## src/rtl/mem_arb_pkg.sv

```systemverilog
// Shared types and sizing helpers for the instruction/data memory-bus arbiter.
package mem_arb_pkg;

   typedef enum logic [1:0] {IDLE, BUS_I, BUS_D, RESP} arb_state_t;
   typedef enum logic {GR_INSTR, GR_DATA} grant_t;

   // Counter width for a given timeout; never below one bit, so TIMEOUT=0 still elaborates.
   function automatic int arb_cnt_w(input int t);
      return (t < 1) ? 1 : $clog2(t + 1);
   endfunction

   localparam int ARB_TIMEOUT_DEF = 16;
   localparam int ARB_CNT_W       = arb_cnt_w(ARB_TIMEOUT_DEF);

endpackage

```

## src/rtl/arb_timeout_cnt.sv

```systemverilog
// Bus wait-cycle counter; flags the bus cycle that reaches LIMIT without an ack.
module arb_timeout_cnt
   import mem_arb_pkg::*;
#(
   parameter int LIMIT = ARB_TIMEOUT_DEF,
   parameter int CW    = arb_cnt_w(LIMIT)
) (
   input  logic clk,
   input  logic rst,
   input  logic clr,
   input  logic en,
   output logic expired
);

   localparam logic [CW-1:0] LIM_M1 = CW'((LIMIT == 0) ? 0 : LIMIT - 1);

   logic [CW-1:0] cnt;

   // Combinational so the abort happens on the edge that closes the LIMIT-th bus cycle.
   assign expired = (LIMIT != 0) && en && (cnt == LIM_M1);

   always_ff @(posedge clk or posedge rst) begin
      if (rst)
         cnt <= '0;
      else if (clr)
         cnt <= '0;
      else if (en && !expired)
         cnt <= cnt + 1'b1;
   end

endmodule

```

## src/rtl/mem_bus_arbiter.sv

```systemverilog
// Merges the fetch port and the load/store port onto one shared memory bus with handshake and timeout.
module mem_bus_arbiter
   import mem_arb_pkg::*;
#(
   parameter int AW       = 32,
   parameter int DW       = 32,
   parameter int PRIORITY = 0,
   parameter int TIMEOUT  = 16
) (
   input  logic            clk,
   input  logic            rst,
   input  logic            i_req,
   input  logic [AW-1:0]   i_addr,
   output logic            i_ready,
   output logic [DW-1:0]   i_rdata,
   input  logic            d_read,
   input  logic            d_write,
   input  logic [AW-1:0]   d_addr,
   input  logic [DW-1:0]   d_wdata,
   input  logic [DW/8-1:0] d_sel,
   output logic            d_ready,
   output logic [DW-1:0]   d_rdata,
   output logic [AW-1:0]   m_addr,
   output logic [DW-1:0]   m_wdata,
   output logic [DW/8-1:0] m_sel,
   output logic            m_rd,
   output logic            m_wr,
   input  logic [DW-1:0]   m_rdata,
   input  logic            m_ack,
   output logic            bus_err
);

   arb_state_t state;
   grant_t     last_grant;
   grant_t     gnt;
   logic       d_req;
   logic       gnt_vld;
   logic       on_bus;
   logic       tmo_expired;

   assign d_req   = d_read | d_write;
   assign gnt_vld = i_req | d_req;
   assign on_bus  = (state == BUS_I) || (state == BUS_D);

   always_comb begin
      gnt = GR_INSTR;
      if (i_req && d_req)
         gnt = (PRIORITY == 0) ? GR_DATA :
               ((last_grant == GR_INSTR) ? GR_DATA : GR_INSTR);
      else if (d_req)
         gnt = GR_DATA;
   end

   arb_timeout_cnt #(
      .LIMIT (TIMEOUT),
      .CW    (arb_cnt_w(TIMEOUT))
   ) u_tmo (
      .clk     (clk),
      .rst     (rst),
      .clr     (state == IDLE),
      .en      (on_bus),
      .expired (tmo_expired)
   );

   always_ff @(posedge clk or posedge rst) begin
      if (rst) begin
         state      <= IDLE;
         last_grant <= GR_INSTR;
         m_addr     <= '0;
         m_wdata    <= '0;
         m_sel      <= '0;
         m_rd       <= 1'b0;
         m_wr       <= 1'b0;
         i_rdata    <= '0;
         d_rdata    <= '0;
         i_ready    <= 1'b0;
         d_ready    <= 1'b0;
         bus_err    <= 1'b0;
      end else begin
         i_ready <= 1'b0;
         d_ready <= 1'b0;
         bus_err <= 1'b0;
         case (state)
            IDLE: begin
               if (gnt_vld) begin
                  last_grant <= gnt;
                  if (gnt == GR_DATA) begin
                     // A simultaneous read+write request is carried out as a write.
                     m_addr  <= d_addr;
                     m_wdata <= d_wdata;
                     m_sel   <= d_write ? d_sel : '1;
                     m_rd    <= ~d_write;
                     m_wr    <= d_write;
                     state   <= BUS_D;
                  end else begin
                     m_addr  <= i_addr;
                     m_wdata <= '0;
                     m_sel   <= '1;
                     m_rd    <= 1'b1;
                     m_wr    <= 1'b0;
                     state   <= BUS_I;
                  end
               end
            end
            BUS_I, BUS_D: begin
               if (m_ack) begin
                  m_rd  <= 1'b0;
                  m_wr  <= 1'b0;
                  state <= RESP;
                  if (state == BUS_I) begin
                     i_rdata <= m_rdata;
                     i_ready <= 1'b1;
                  end else begin
                     d_ready <= 1'b1;
                     if (m_rd)
                        d_rdata <= m_rdata;
                  end
               end else if (tmo_expired) begin
                  m_rd    <= 1'b0;
                  m_wr    <= 1'b0;
                  bus_err <= 1'b1;
                  state   <= RESP;
                  if (state == BUS_I) begin
                     i_rdata <= '0;
                     i_ready <= 1'b1;
                  end else begin
                     d_rdata <= '0;
                     d_ready <= 1'b1;
                  end
               end
            end
            RESP: state <= IDLE;
            default: state <= IDLE;
         endcase
      end
   end

endmodule

```

## config.mk

```make
export PLATFORM = sky130hd
export DESIGN_NAME = mem_bus_arbiter
export DESIGN_NICKNAME = d
export VERILOG_FILES = /design/src/rtl/mem_arb_pkg.sv /design/src/rtl/arb_timeout_cnt.sv /design/src/rtl/mem_bus_arbiter.sv
export SDC_FILE = /design/constraint.sdc
export NUM_CORES = 1
export LEC_CHECK = 0
export ABC_CLOCK_PERIOD_IN_PS = 13550
export CAP_MARGIN = 20
export CORE_ASPECT_RATIO = 1.1
export CORE_UTILIZATION = 45
export CTS_CLUSTER_SIZE = 10
export DETAILED_ROUTE_END_ITERATION = 6
export PLACE_DENSITY = 0.95
export SETUP_SLACK_MARGIN = 0.4
export SYNTH_ARGS = -nofsm -noshare
export SYNTH_HDL_FRONTEND = slang
export SYNTH_SLANG_ARGS = --single-unit
```

## constraint.sdc

```tcl
create_clock -name clk -period 13.55 [get_ports clk]
set_input_delay 1.355 -clock clk [delete_from_list [all_inputs] [get_ports clk]]
set_output_delay 1.355 -clock clk [all_outputs]
set_load 0.03 [all_outputs]
```

==> Implementation_results.wiki <==
{| class="wikitable"
! Metric !! Value
|-
| Clk root buf || sky130_fd_sc_hd__clkbuf_16
|-
| Synth Cell Area || 0.00600 mm^2
|-
| Number of synthesized register bits || 144
|-
| Reg2reg start || state[0]$_DFFE_PP0P_
|-
| Post-Synthesis Mean Instance Area || approximately 13 um^2
|-
| Synth top area cells || sky130_fd_sc_hd__dfrtp_1 60%, sky130_fd_sc_hd__mux2_2 8.8%, sky130_fd_sc_hd__mux2i_1 5.7%
|-
| Hold wc startpoint || m_addr[14]$_DFFE_PP0P_
|-
| Initial DRT Pass Iterations || 7
|-
| Warnings, synthesis || 0
|-
| Leading cell type by number of instances after synthesis || sky130_fd_sc_hd__dfrtp_1
|-
| Slew @ Worst Pin || a little over 800 ps
|-
| Most used flip-flop cell after synthesis || sky130_fd_sc_hd__dfrtp_1
|-
| Final clock skew || 7.47 ps
|-
| Post-layout worst setup margin || slightly above 10000 ps
|-
| Core Region || 0.0128 mm^2
|-
| DIE HEIGHT || 123 um
|-
| WL per Instance || 18.6 um
|-
| Vias after detailed routing || 4788
|-
| TritonCTS clock tree || yes
|-
| Pin count of the biggest net entering global routing || 93
|-
| Critical Path Start Type || input port
|-
| Async set or reset register ratio after synthesis || 1.00
|-
| Top cells by count, synth || 144 x sky130_fd_sc_hd__dfrtp_1, 53 x sky130_fd_sc_hd__nand2_1, 50 x sky130_fd_sc_hd__o21ai_0
|-
| Die Footprint || 0.0138 mm^2
|-
| Critical path type || in -> reg
|-
| Fin. max-slew vios || 0
|-
| Sequential cell area || 0.00360 mm^2
|-
| Worst EP arrival || 3460 ps
|-
| Cell depth of the worst flop-to-flop path || 5
|-
| Filler instances || ~840
|-
| Number of antenna violations at the first check in global routing || 0
|-
| Top-level I/O count || around 280
|-
| Leakage power || 4.10 nW
|-
| Number of diodes added for antenna fixing || 0
|-
| H-tree levels || 4
|-
| Status || finished, violations left
|-
| Highest achievable clock rate || 0.315 GHz
|-
| Count of buffers from port buffering || 274
|-
| Combined buffer and inverter count along the critical path || 2
|-
| Reg-to-reg endpoint || d_rdata[15]$_DFFE_PP0P_
|-
| Share of synthesized area occupied by flip-flops and latches || 0.601
|-
| Slew HR || 0.458
|-
| Die width || 112 um
|-
| Hold bufs inserted after CTS || 0
|-
| Wire length of the first global-routing pass || ~26000 um
|-
| R2R Setup Slk || around 11000 ps
|-
| Top fanout value on the critical path || 37
|-
| Number of global-route vias before repair || 5046
|-
| Final count of negative-setup-slack endpoints || 0
|-
| Global route total overflow || 0
|-
| Final net count || ~900
|-
| Cell area power density || 239 mW/mm^2
|-
| Required time of the worst setup path || 13840 ps
|-
| Worst hold path cell count || 2
|-
| Num rows || 43
|-
| Resize count post-CTS || 0
|-
| DRT Wirelength || 16900 um
|-
| Portion of the clock cycle consumed by the worst path in the final layout || 0.234
|-
| Stage delay of the slowest cell on the critical path || just over 600 ps
|-
| Number of buffers inserted during clock tree synthesis || 17
|-
| Post-synth top area cell || sky130_fd_sc_hd__dfrtp_1
|-
| Count of maximum capacitance violations || 0
|-
| Kind of capture point of the worst setup path || flip-flop
|-
| Setup Buffers After CTS || 0
|-
| Post-route DRC || 22
|-
| Placed wire-length estimate after detailed placement || 12300 um
|-
| Failing checks || design-rule violations
|-
| Final GP Congestion || ~0.8
|-
| Yosys cell types || 39
|-
| Routed Antenna Nets || 0
|-
| Number of flops mapped to enable cells by yosys || 0
|-
| Top-area cell type share of the netlist area || 0.601
|-
| DRT iter0 DRCs || between 200 and 300
|-
| Number of buffers on the longest clock path || 2
|-
| Routed via count divided by cell count || 5.26
|-
| Critical path, cell by cell || clkdlybuf4s50_1 -> buf_4 -> mux2i_4 -> nor2_4 -> mux2_2
|-
| Overall track demand over capacity in global routing || 0.252
|-
| Final worst path period need || ~3200 ps
|-
| Post-Synthesis Net Count || 618
|-
| RSZ-0062 raised after global routing || false
|-
| Effective utilization at floorplan || 0.468
|-
| Register clock-pin slew on the reported worst setup and hold paths || roughly 60 ps
|-
| Combined area of the multi-input logic cells || approximately 0.0022 mm^2
|-
| Worst Hold Path EP || m_addr[14]$_DFFE_PP0P_
|-
| Dpl ws || 9770 ps
|-
| Layout area overhead || 56.9%
|-
| Slowest stage cell, crit path || sky130_fd_sc_hd__nor2_4
|-
| Insertion delay to the later sink of the worst-skew pair || 410 ps
|-
| Worst hold path class || reg -> reg
|-
| Share of layout cells above drive strength 1 || 0.124
|-
| Share of the core filled with cells in the final layout || 0.735
|-
| Top delay family on crit path || buffers and inverters
|-
| Max IR drop VDD || around 0.15 mV
|-
| Post-Synthesis Cells || 475
|-
| Setup_tns || 0 ps
|-
| CTS Sinks || 144
|-
| Hold violation total from the final report || 0
|}
worst register-to-register path: stages, from the launching register on:
cell and delay [ps]:
sky130_fd_sc_hd__dfrtp_1 360, sky130_fd_sc_hd__inv_1 80, sky130_fd_sc_hd__ha_1 520, sky130_fd_sc_hd__nand2b_1 470, sky130_fd_sc_hd__nor2_4 740, sky130_fd_sc_hd__mux2_2 430
routing by layer:
layer / share of wire / track usage
met1: 0.37 / 0.273
met4: 0.030 / 0.120
met5: 0 / 0
met2: 0.52 / 0.465
met3: 0.078 / 0.0632
cells by family (layout without fill, tap and decap cells):
logic type | Yosys count | after routing | synth area share
AO/OA/AOI/OAI | 107 | 107 | 0.124
XOR/XNOR | 2 | 2 | 0.00292
adder cells (fa/ha/maj) | 5 | 5 | 0.0104
buffers and inverters | 38 | 316 | 0.0325
flip-flops | 144 | 144 | 0.601
multiplexers | 82 | 82 | 0.149
AND/OR/NAND/NOR | 97 | 97 | 0.0807
state kept, by name (all words and copies together), names as in the netlist, 2 cells and up:
| signal | cells |
|---|---|
| state | 2 |
| m_addr | 32 |
| m_wdata | 32 |
| d_rdata | 32 |
| u_tmo.cnt | 5 |
| i_rdata | 32 |
| m_sel | 4 |
final cells by class:
cell class                      instances  share of cell area
Inverter                                5             0.00253
Multi-Input combinational cell        293               0.235
Timing Repair Buffer                  280               0.297
Clock buffer                           19              0.0471
Clock inverter                         12              0.0145
Tap cell                              157              0.0209
Sequential cell                       144               0.383
cell usage in the layout (no fill, tap or decap), types with 2 or more instances in the layout:
master,count
sky130_fd_sc_hd__clkdlybuf4s50_1,274
sky130_fd_sc_hd__dfrtp_1,144
sky130_fd_sc_hd__nand2_1,53
sky130_fd_sc_hd__o21ai_0,50
sky130_fd_sc_hd__mux2_2,47
sky130_fd_sc_hd__mux2i_1,34
sky130_fd_sc_hd__a22o_1,32
sky130_fd_sc_hd__and2_1,23
sky130_fd_sc_hd__clkbuf_16,17
sky130_fd_sc_hd__o31ai_1,9
sky130_fd_sc_hd__nor2_1,6
sky130_fd_sc_hd__ha_1,5
sky130_fd_sc_hd__buf_4,5
sky130_fd_sc_hd__o22a_1,4
sky130_fd_sc_hd__inv_1,4
sky130_fd_sc_hd__a21oi_1,4
sky130_fd_sc_hd__clkinv_4,4
sky130_fd_sc_hd__nand2b_1,3
sky130_fd_sc_hd__clkinvlp_4,3
sky130_fd_sc_hd__nor2_4,2
sky130_fd_sc_hd__inv_6,2
sky130_fd_sc_hd__clkinv_2,2
sky130_fd_sc_hd__bufinv_16,2
report_power, final:
group / internal, W / total, W / switching [W]
combinational: 0.000464 / 0.00109 / 0.000624
sequential: 0.000604 / 0.000710 / 0.000106
clock: 0.000276 / 0.000453 / 0.000178
how the worst max path moves through the flow:
stage,from,end,slack [ps],cells after the start
after floorplan,rst,bus_err$_DFF_PP0_,8330,1
after global placement,d_write,m_wdata[0]$_DFFE_PP0P_,9950,5
after detailed placement,d_write,m_wdata[15]$_DFFE_PP0P_,9770,5
after CTS,d_write,m_wdata[21]$_DFFE_PP0P_,10210,5
after global routing,d_write,m_addr[23]$_DFFE_PP0P_,10280,4
final,m_ack,d_rdata[15]$_DFFE_PP0P_,10380,5
through the flow:
stage / total power (W) / area [um^2] / std cells / hold slack [ps]
after floorplan: 0.00134 / 6000 / 475 / 479
after global routing: 0.00236 / 9410 / 910 / 502
after global placement: 0.00175 / 8810 / 878 / 462
after detailed placement: 0.00180 / 8810 / 878 / 469
after CTS: 0.00227 / 9390 / 909 / 482
final: 0.00225 / 9410 / 910 / 475
Power figures use the tool's default switching activity.
